## config.mk

```make
export PLATFORM = sky130hd
export DESIGN_NAME = ir_fetch_decode
export DESIGN_NICKNAME = d
export VERILOG_FILES = /design/src/rtl/ir_fetch_decode.sv
export SDC_FILE = /design/constraint.sdc
export NUM_CORES = 1
export LEC_CHECK = 0
export CAP_MARGIN = 20
export CORE_MARGIN = 2
export CORE_UTILIZATION = 29
export CTS_BUF_LIST = sky130_fd_sc_hd__clkbuf_16
export DETAILED_ROUTE_END_ITERATION = 10
export SLEW_MARGIN = 20
export SYNTH_ARGS = -nofsm -noshare
export SYNTH_HDL_FRONTEND = slang
export SYNTH_SLANG_ARGS = --single-unit
```

## constraint.sdc

```tcl
create_clock -name clk -period 2.2 [get_ports clk]
set_input_delay 0.44 -clock clk [delete_from_list [all_inputs] [get_ports clk]]
set_output_delay 0.44 -clock clk [all_outputs]
set_load 0.03 [all_outputs]
```

## src/rtl/ir_fetch_decode.sv

```systemverilog
// Instruction fetch over a req/ack memory port and ARM decode into a one-hot
// command vector plus the field outputs consumed by the multi-cycle controller.
module ir_fetch_decode #(
    parameter int AW          = 32,
    parameter int CMD_W       = 64,
    parameter int ACK_TIMEOUT = 255
) (
    input  logic             clk,
    input  logic             rst_n,
    input  logic             write_ir,
    input  logic             flush,
    input  logic [AW-1:0]    pc,
    output logic             imem_req,
    output logic [AW-1:0]    imem_addr,
    input  logic             imem_ack,
    input  logic [31:0]      imem_rdata,
    output logic             W_IR_valid,
    output logic             fetch_fault,
    output logic [31:0]      ir,
    output logic [CMD_W-1:0] command,
    output logic             rm_imm_s,
    output logic [1:0]       rs_imm_s,
    output logic [2:0]       SHIFT_OP,
    output logic [3:0]       ALU_OP,
    output logic             S,
    output logic             P,
    output logic             U,
    output logic             W,
    output logic [1:0]       v_type
);

    localparam int CMD_DP    = 0;
    localparam int CMD_BX    = 1;
    localparam int CMD_B     = 2;
    localparam int CMD_BL    = 3;
    localparam int CMD_LDR0  = 4;
    localparam int CMD_LDR1  = 5;
    localparam int CMD_STR0  = 6;
    localparam int CMD_STR1  = 7;
    localparam int CMD_SWP   = 8;
    localparam int CMD_UNDEF = CMD_W - 1;
    localparam logic [CMD_W-1:0] UNDEF_CMD = {1'b1, {(CMD_W-1){1'b0}}};

    localparam int CNT_W = (ACK_TIMEOUT > 0) ? $clog2(ACK_TIMEOUT + 1) : 1;
    localparam logic [CNT_W-1:0] CNT_LAST = CNT_W'((ACK_TIMEOUT > 0) ? ACK_TIMEOUT - 1 : 0);
    localparam logic [CNT_W-1:0] CNT_MAX  = '1;

    typedef enum logic [1:0] {IDLE, REQ, DECODE, FAULT} state_t;

    state_t           state, next_state;
    logic [CNT_W-1:0] wait_cnt;
    logic             timeout;
    logic [CMD_W-1:0] dec_cmd;
    logic             dec_is_dp;
    logic             dec_swp;

    // The last allowed wait cycle is the one where the counter has seen ACK_TIMEOUT-1 misses.
    assign timeout = (ACK_TIMEOUT != 0) && (wait_cnt == CNT_LAST);

    always_ff @(posedge clk or negedge rst_n) begin
        if (!rst_n) begin
            state <= IDLE;
        end else begin
            state <= next_state;
        end
    end

    always_comb begin
        next_state = state;
        case (state)
            IDLE: begin
                if (write_ir && !flush) next_state = REQ;
            end
            REQ: begin
                if (flush)         next_state = IDLE;
                else if (imem_ack) next_state = DECODE;
                else if (timeout)  next_state = FAULT;
            end
            DECODE:  next_state = IDLE;
            FAULT:   next_state = IDLE;
            default: next_state = IDLE;
        endcase
    end

    always_comb begin
        imem_req    = (state == REQ);
        W_IR_valid  = ((state == DECODE) || (state == FAULT)) && !flush;
        fetch_fault = (state == FAULT) && !flush;
    end

    always_ff @(posedge clk or negedge rst_n) begin
        if (!rst_n) begin
            wait_cnt <= '0;
        end else if (state != REQ) begin
            wait_cnt <= '0;
        end else if (wait_cnt != CNT_MAX) begin
            wait_cnt <= wait_cnt + 1'b1;
        end
    end

    always_ff @(posedge clk or negedge rst_n) begin
        if (!rst_n) begin
            imem_addr <= '0;
        end else if (state == IDLE && write_ir && !flush) begin
            imem_addr <= pc;
        end
    end

    assign dec_swp = (imem_rdata[27:23] == 5'b00010) && (imem_rdata[21:20] == 2'b00)
                     && (imem_rdata[11:4] == 8'h09);

    // Priority order matters: BX and SWP live inside the DP encoding space.
    always_comb begin
        dec_cmd   = '0;
        dec_is_dp = 1'b0;
        if (imem_rdata[27:4] == 24'h12FFF1) begin
            dec_cmd[CMD_BX] = 1'b1;
        end else if (dec_swp) begin
            dec_cmd[CMD_SWP] = 1'b1;
        end else if (imem_rdata[27:25] == 3'b101) begin
            if (imem_rdata[24]) dec_cmd[CMD_BL] = 1'b1;
            else                dec_cmd[CMD_B]  = 1'b1;
        end else if (imem_rdata[27:26] == 2'b01) begin
            case ({imem_rdata[25], imem_rdata[20]})
                2'b01:   dec_cmd[CMD_LDR0] = 1'b1;
                2'b11:   dec_cmd[CMD_LDR1] = 1'b1;
                2'b00:   dec_cmd[CMD_STR0] = 1'b1;
                default: dec_cmd[CMD_STR1] = 1'b1;
            endcase
        end else if (imem_rdata[27:26] == 2'b00
                     && !(!imem_rdata[25] && imem_rdata[7] && imem_rdata[4])) begin
            dec_cmd[CMD_DP] = 1'b1;
            dec_is_dp       = 1'b1;
        end else begin
            dec_cmd[CMD_UNDEF] = 1'b1;
        end
    end

    always_ff @(posedge clk or negedge rst_n) begin
        if (!rst_n) begin
            ir       <= '0;
            command  <= '0;
            rm_imm_s <= 1'b0;
            rs_imm_s <= 2'b00;
            SHIFT_OP <= 3'b000;
            ALU_OP   <= 4'b0000;
            S        <= 1'b0;
            P        <= 1'b0;
            U        <= 1'b0;
            W        <= 1'b0;
            v_type   <= 2'b00;
        end else if (state == REQ && next_state == DECODE) begin
            ir       <= imem_rdata;
            command  <= dec_cmd;
            rm_imm_s <= dec_is_dp && imem_rdata[25];
            rs_imm_s <= !dec_is_dp ? 2'b00 : (imem_rdata[25] ? 2'b10 : {1'b0, imem_rdata[4]});
            SHIFT_OP <= (dec_is_dp && imem_rdata[25]) ? 3'b111 : {imem_rdata[6:5], imem_rdata[4]};
            ALU_OP   <= dec_is_dp ? imem_rdata[24:21] : 4'b0000;
            S        <= dec_is_dp && imem_rdata[20];
            P        <= imem_rdata[24];
            U        <= imem_rdata[23];
            W        <= imem_rdata[21];
            v_type   <= imem_rdata[6:5];
        end else if (state == REQ && next_state == FAULT) begin
            command  <= UNDEF_CMD;
            rm_imm_s <= 1'b0;
            rs_imm_s <= 2'b00;
            SHIFT_OP <= 3'b000;
            ALU_OP   <= 4'b0000;
            S        <= 1'b0;
            P        <= 1'b0;
            U        <= 1'b0;
            W        <= 1'b0;
            v_type   <= 2'b00;
        end
    end

endmodule

```

== Yosys cells after proc, flatten, opt, wreduce, memory -nomap -nowiden ==
Cells that the tools add are included.
Storage, ports and cells
  register bits after elaboration: 154
  word-level logic and storage cells: 105
  output and inout bits: 147
  input port bits: 69
Operators by class
  reduce and logical (&&, ||, !) cells: 26
  eq/ne operators: 15
  add/subtract/negate cells: 1
  mux-type cells: 49
Operator list (count)
  $mux 64: 2
  $eq 24x21->1 const B: 1
  $mux 1: 24
  $mux 2: 10
  $mux 4: 5
  $mux 8: 2
  $logic_and 1x1->1: 14
  $eq 2x2->1 const B: 5
  $mux 3: 3
  $add 8x1->8 const B: 1
  $eq 8x4->1 const B: 1
  $eq 8x8->1 const B: 1
  $logic_not 2->1: 4
  $ne 8x8->1 const B: 1
  $mux 7: 1
  $eq 2x1->1 const B: 3
  $mux 6: 1
  $pmux 2 s3: 1
  $eq 5x2->1 const B: 1
  $reduce_bool 2->1: 2
  $eq 3x3->1 const B: 1
  $logic_not 1->1: 3
  $reduce_or 3->1: 1
  $ne 2x1->1 const B: 1
  2 further kinds: 2

== Logic depth before layout (Yosys ltp) ==
Gate-level depths: netlist of the first run.
  word-level depth: 13
  mapped depth: 7
  depth with buffers taken out: 6

== Worst setup path after synthesis of the first run ==
OpenSTA, ideal clock, no wires.
  kind: input to output
  start: input port flush
  end: output port fetch_fault
  arrival: 1.283 ns
  buffers on the path: 0
  slack: 0.477 ns
  data required time: 1.760 ns
  stages: 2
  cell sequence: nor2b_1 -> and2_1
On the way
  word-level cells in the longest chain between the ends: 2
RTL lines
  from (decl): RTL line 11  | input logic flush,
  $logic_not 1->1: RTL line 88  | fetch_fault = (state == FAULT) && !flush;
  $logic_and 1x1->1: RTL line 88
  to (decl): RTL line 18  | output logic fetch_fault,
No other way between the ends.

== Final worst setup path of the first run ==
Ends and elaborated chain as after synthesis.

==> impl_metrics.py, run 1 <==
metrics = {
    "pwr": {
        "pwr-share-clk_pct": 25.0,
        "irDropWorstVdd_v": 0.000398,
        "combPwrFrac_pct": 35.7,
        "p_leak_nw": 2.95,
        "p_sw_share_pct": 34.5,
        "finalPower_mw": 5.99,
        "powerDensity_mw_per_mm2": 925,
        "p_sw_mw": 2.07,
        "pwr-share-seq_pct": 39.3,
        "p_int_mw": 3.93,
    },
    "drt": {
        "drt_drc_violations_left": 0,
        "wl_met1_mm": 5.10,
        "avgViaCountPerCell": 4.44,
        "ant_nets": 0,
        "firstDrtPassIters": 4,
        "drtIter0Drc": 106,
        "wl_met2_mm": 5.38,
        "vias": 3435,
        "route.met3.wl_um": 880,
        "top_layer": "met4",
        "wl_mm": 11.5,
        "wl_per_cell_um": 14.8,
    },
    "timing": {
        "setup_viol": 0,
        "rsz0062_at_grt": "false",
        "fin_crit_sh_pct": 89.3,
        "fin_skew_ps": 6.86,
        "fin_ws_ps": 236,
        "finalMaxSlewViolations": 0,
        "maxSlewHeadroom_pct": 65.9,
        "fin_crit_ps": 1960,
        "hold_viol_final": 0,
        "max_freq_ghz": 0.509,
        "worst_pin_slew_ps": 499,
        "fin_setup_tns_ps": 0,
    },
    "clock_tree": {
        "cts_tree": "yes",
        "path_clk_slew_ps": 60,
        "clock_path_buffers": 2,
        "numCtsBuffers": 9,
        "clock_sinks": 99,
        "post_cts_buffers": 0,
        "clk_latency_ps": 340,
        "htreeDepth": 3,
        "hold_buffers": 0,
        "ctsRootBufferMaster": "clkbuf_16",
    },
    "yosys": {
        "synth_seq_area_share_pct": 56.2,
        "yosysTopAreaCell": "dfrtp_1",
        "synth_edf_count": 0,
        "yosysWarnings": 0,
        "yosys_most_used_dff": "dfrtp_1",
        "ys_seq_elements": 99,
        "synth_area_mm2": 0.00441,
        "async_flop_share_pct": 100,
        "syn_area_per_cell_um2": 10.9,
        "synth_top_area_share_pct": 56.2,
        "syn_inst": 405,
        "synthDistinctLibCells": 46,
        "synth_area_leaders": "dfrtp_1, buf_4, nand2_1",
    },
    "layout": {
        "fin_nets": 653,
        "finish.utilization_pct": 43.1,
        "fillers": 1403,
        "syn_to_final_growth_pct": 47.0,
        "antenna_cells": 0,
        "final_cell_count_no_fill": 774,
        "drive_above_1_share_pct": 12.5,
    },
    "hold_path": {
        "hp-class": "input port to asynchronous set/reset pin",
    },
    "grt": {
        "track_usage_pct": 14.5,
        "grt_pass1_wl_mm": 18.4,
        "grt_max_degree": 43,
        "grt_pass1_vias": 3409,
        "grt_overflow": 0,
        "grt_antenna_before_repair": 0,
    },
    "outcome": {
        "status": "complete, no violations",
    },
    "worst_setup_path": {
        "crit_type": "input port to primary output",
        "crit_path_end_kind": "primary output",
        "worstPathMaxFanout": 6,
        "cp.required_ps": 1760,
        "startpoint": "flush",
        "start_kind": "input port",
        "worstPathArrival_ps": 1520,
        "r2r_start": "wait_cnt[5]",
    },
    "place": {
        "dpl.cell_count": 759,
        "pre_cts_slack_ps": -75.0,
        "hpwl_mm": 8.62,
        "place_congestion": 0.761,
        "port_buffers": 161,
    },
    "run": {
        "drv_cap": 0,
    },
    "floorplan": {
        "die_area_mm2": 0.0162,
        "io_pins": 216,
        "core_area_mm2": 0.0150,
        "die_x_um": 127,
        "die_y_um": 127,
        "fp-row-count": 45,
        "initial_core_util_pct": 29.3,
    },
}
## registers in the layout, indices dropped and copies added (netlist names)
signal	count
ALU_OP	4
v_type	2
imem_addr	32
P	1
ir	32
S	1
SHIFT_OP	3
rs_imm_s	1
wait_cnt	8
command	10
state	2
U	1
W	1
rm_imm_s	1
## cell usage in the layout (no fill, tap or decap), types with 5 or more instances in the layout
cell / n
nor2_1: 12
clkdlybuf4s50_1: 157
o2bb2ai_1: 8
o21ai_0: 6
dfrtp_1: 99
nand2_1: 100
a22o_1: 7
buf_12: 5
mux2_2: 31
inv_1: 11
conb_1: 54
buf_4: 21
clkbuf_16: 9
## power groups by stage
stage | sequential [mW] | combinational, mW | clock, mW
floorplan | 3.05 | 0.540 | 0
finish | 2.35 | 2.14 | 1.50
detailed placement | 2.39 | 2.16 | 0
global placement | 2.38 | 2.14 | 0
global route | 2.40 | 2.27 | 1.65
CTS | 2.36 | 2.16 | 1.57
## metal layers
layer	vias up	global-route usage, %
met5	-	0
li1	1606	-
met3	9	4.27
met4	0	4.65
met1	1658	18.7
met2	162	23.6
## cells by family (layout without fill, tap and decap cells)
| group | Yosys count | after routing | share of synthesized area (%) |
|---|---|---|---|
| compound gates | 38 | 38 | 6.67 |
| xor+xnor | 4 | 4 | 0.795 |
| fa+ha+maj | 2 | 2 | 0.568 |
| buf+inv | 80 | 208 | 12.0 |
| flops | 99 | 99 | 56.2 |
| mux | 33 | 33 | 8.43 |
| other cells | 1 | 54 | 0.0851 |
| simple gates | 148 | 148 | 15.3 |
## layout make-up
type	instances	area [um^2]	area share (%)
repair buffers	184	1840	28.4
inverters	9	33.8	0.521
multi-input cells	279	1620	25.0
clock buffers	9	225	3.48
well taps	188	235	3.63
flip-flops and latches	99	2480	38.2
clock inverters	6	50.0	0.772
## through the flow
stage	hold slack, ps	cell area (um^2)
after floorplan	144	4610
after global placement	422	6200
after detailed placement	435	6200
after CTS	63.9	6480
after global routing	83.4	6480
final	61.0	6480
## synthesized netlist by cell type (4+ instances only)
cell type	count
o21ai_0	6
o2bb2ai_1	8
clkbuf_1	10
buf_4	55
nand4_1	4
nand2b_1	4
buf_2	4
nand2_1	100
dfrtp_1	99
a22o_1	7
nand3_1	4
nor3_1	4
nor2_1	12
inv_1	9
mux2_2	31
## critical path: stages
cell	delay, ps
clkdlybuf4s50_1	530
nor2b_1	220
and2_1	200
buf_12	130
## timing repair
| action | 4_1_cts | 5_1_grt |
|---|---|---|
| resized for setup | 1 | 0 |
| endpoints found under the hold margin | 0 | 0 |
| setup endpoints to repair | 1 | 0 |
## worst paths after layout
kind | slack [ps] | cells after the start | end
min reg2reg | 470 | 2 | ir[1]
max | 240 | 4 | fetch_fault
max reg2reg | 450 | 5 | command[0]
min in group clk | 470 | 2 | ir[1]
min | 60 | 1 | imem_addr[2]
max in group asynchronous | 1440 | 2 | ir[3]
Note: power is estimated with default switching activity, not from simulation.
==> run 2: changes to the inputs <==
--- a/config.mk
+++ b/config.mk
@@ -9,6 +9,7 @@
 export CORE_MARGIN = 2
 export CORE_UTILIZATION = 29
 export CTS_BUF_LIST = sky130_fd_sc_hd__clkbuf_16
+export CTS_CLUSTER_DIAMETER = 150
 export DETAILED_ROUTE_END_ITERATION = 10
 export SLEW_MARGIN = 20
 export SYNTH_ARGS = -nofsm -noshare
==> results of run 2 <==
The final DEF is identical to that of run 1; final timing and power are the same.
==> run 3: changes to the inputs <==
--- a/config.mk
+++ b/config.mk
@@ -7,10 +7,11 @@
 export LEC_CHECK = 0
 export CAP_MARGIN = 20
 export CORE_MARGIN = 2
-export CORE_UTILIZATION = 29
+export CORE_UTILIZATION = 41
 export CTS_BUF_LIST = sky130_fd_sc_hd__clkbuf_16
 export CTS_CLUSTER_DIAMETER = 150
 export DETAILED_ROUTE_END_ITERATION = 10
+export PLACE_DENSITY = 0.81
 export SLEW_MARGIN = 20
 export SYNTH_ARGS = -nofsm -noshare
 export SYNTH_HDL_FRONTEND = slang
==> run 3 against run 2 <==
Against the previous run: wire length down 2.6%; via count down 1.7%; final area shrank 0.93%; sequential cell count unchanged; final cell count shrank 6.8%; non-clock buffer count is 2 lower; critical path depth is 1 higher; count of clock-buffer cells in the layout unchanged; sequential power about the same.
==> impl_metrics.py, run 3 (synthesis results as in run 1) <==
metrics = {
    "floorplan": {
        "io_pins": 216,
        "die_y_um": 108,
        "initial_core_util_pct": 42.5,
        "die_x_um": 108,
        "core_area_mm2": 0.0104,
        "fp-row-count": 37,
        "die_area_mm2": 0.0116,
    },
    "grt": {
        "grt_max_degree": 47,
        "grt_overflow": 0,
        "track_usage_pct": 20.0,
        "grt_antenna_before_repair": 0,
        "grt_pass1_vias": 3315,
        "grt_pass1_wl_mm": 17.7,
    },
    "clock_tree": {
        "clk_latency_ps": 350,
        "post_cts_resized": 1,
        "post_cts_buffers": 0,
        "cts_tree": "yes",
        "path_clk_slew_ps": 70,
        "clock_sinks": 99,
        "clock_path_buffers": 2,
        "hold_buffers": 0,
        "htreeDepth": 3,
        "numCtsBuffers": 9,
        "ctsRootBufferMaster": "clkbuf_16",
    },
    "timing": {
        "fin_skew_ps": 7.03,
        "max_freq_ghz": 0.490,
        "whs_ps": 38.9,
        "fin_crit_ps": 2040,
        "fin_crit_sh_pct": 92.8,
        "rsz0062_at_grt": "false",
        "hold_viol_final": 0,
        "finalMaxSlewViolations": 0,
        "worst_pin_slew_ps": 488,
        "maxSlewHeadroom_pct": 66.6,
        "fin_setup_tns_ps": 0,
        "setup_viol": 0,
    },
    "worst_setup_path": {
        "slowest_stage": "clkdlybuf4s50_1",
        "crit_path_end_kind": "primary output",
        "crit_chain": "clkdlybuf4s50_1, buf_4, nor2b_1, and2_1, buf_4",
        "cpPeakStageDelay_ps": 520,
        "cp_num_buf_inv": 3,
        "worstPathMaxFanout": 5,
        "critPathTopFamily": "buffers and inverters",
        "worstPathArrival_ps": 1600,
        "crit_type": "input port to primary output",
        "cp.required_ps": 1760,
        "start_kind": "input port",
        "cp_common_cell": "buf_4",
    },
    "pwr": {
        "p_sw_share_pct": 35.2,
        "p_sw_mw": 2.15,
        "pwr-share-seq_pct": 38.5,
        "powerDensity_mw_per_mm2": 953,
        "irDropWorstVdd_v": 0.000490,
        "combPwrFrac_pct": 35.0,
        "pwr-share-clk_pct": 26.4,
        "p_int_mw": 3.96,
        "p_leak_nw": 2.94,
    },
    "layout": {
        "layout_commonest_cell": "clkdlybuf4s50_1",
        "drive_above_1_share_pct": 13.0,
        "layout_common_cells": "clkdlybuf4s50_1, nand2_1, dfrtp_1, conb_1, mux2_2",
        "antenna_cells": 0,
        "syn_to_final_growth_pct": 45.7,
        "final_cell_area_mm2": 0.00642,
        "top_regs": "imem_addr: 32 flops, ir: 32 flops, command: 10 flops",
        "fin_nets": 651,
    },
    "place": {
        "dpl_cell_area_mm2": 0.00611,
        "port_buffers": 161,
        "place_congestion": 0.822,
        "hpwl_mm": 8.57,
    },
    "outcome": {
        "status": "complete, no violations",
    },
    "drt": {
        "drt_drc_violations_left": 0,
        "drtIter0Drc": 147,
        "firstDrtPassIters": 5,
        "wl_per_cell_um": 15.5,
        "wl_mm": 11.2,
        "vias": 3377,
        "ant_nets": 0,
        "avgViaCountPerCell": 4.68,
    },
    "hold_path": {
        "hp-class": "input port to asynchronous set/reset pin",
    },
    "run": {
        "drv_cap": 0,
    },
}
run 3: cell types whose count changed in the layout (fill, tap and decap cells not counted), sizes merged:
cell,before,now
clkinvlp,0,2
buf,26,24
inv,11,12
clkinv,3,1
run 3: through the flow:
stage / total power [mW] / worst slack [ps] / utilization, % / std cells
CTS: 6.18 / 152 / 61.9 / 721
finish: 6.11 / 158 / 61.9 / 721
global placement: 4.50 / 116 / 58.9 / 705
global route: 6.41 / 71.7 / 61.9 / 721
floorplan: 3.59 / 477 / - / 458
detailed placement: 4.55 / 75.6 / 58.9 / 705
run 3: per-layer routing:
layer  GRT usage [%]  part of all wire [%]  wire length, um
met3            6.90                    10             1170
met4            8.42                   2.1              230
met1            23.3                    37             4170
met2            33.5                    50             5610
met5               0                     0                0
run 3: worst paths after layout:
check,start,to,slack [ps],depth (start not counted)
min reg2reg,ir[31],ir[31],480,2
max,flush,fetch_fault,160,5
min,rst_n,ir[16],40,1
max reg2reg,state[1],rm_imm_s,460,5
min in group clk,ir[31],ir[31],480,2
max in group asynchronous,rst_n,ir[27],1500,2
run 3: worst reg2reg max path, cell delays in order (launching register included):
cell and delay (ps):
dfrtp_1 440, nand2b_1 180, buf_4 170, or3_4 370, buf_4 220, a22o_1 250
run 3: cell type report:
| cell class | count | area, um^2 |
|---|---|---|
| clock buffer | 9 | 225 |
| tap | 136 | 170 |
| multi-input combinational | 279 | 1620 |
| inverter | 9 | 33.8 |
| sequential | 99 | 2480 |
| fill | 846 | 3950 |
| timing repair buffer | 182 | 1810 |
| clock inverter | 7 | 82.6 |
run 3: power by group through the flow:
| stage | clock network [mW] | logic [mW] | registers [mW] |
|---|---|---|---|
| finish | 1.62 | 2.14 | 2.36 |
| global route | 1.74 | 2.27 | 2.40 |
| floorplan | 0 | 0.540 | 3.05 |
| detailed placement | 0 | 2.16 | 2.39 |
| global placement | 0 | 2.13 | 2.38 |
| CTS | 1.66 | 2.16 | 2.36 |
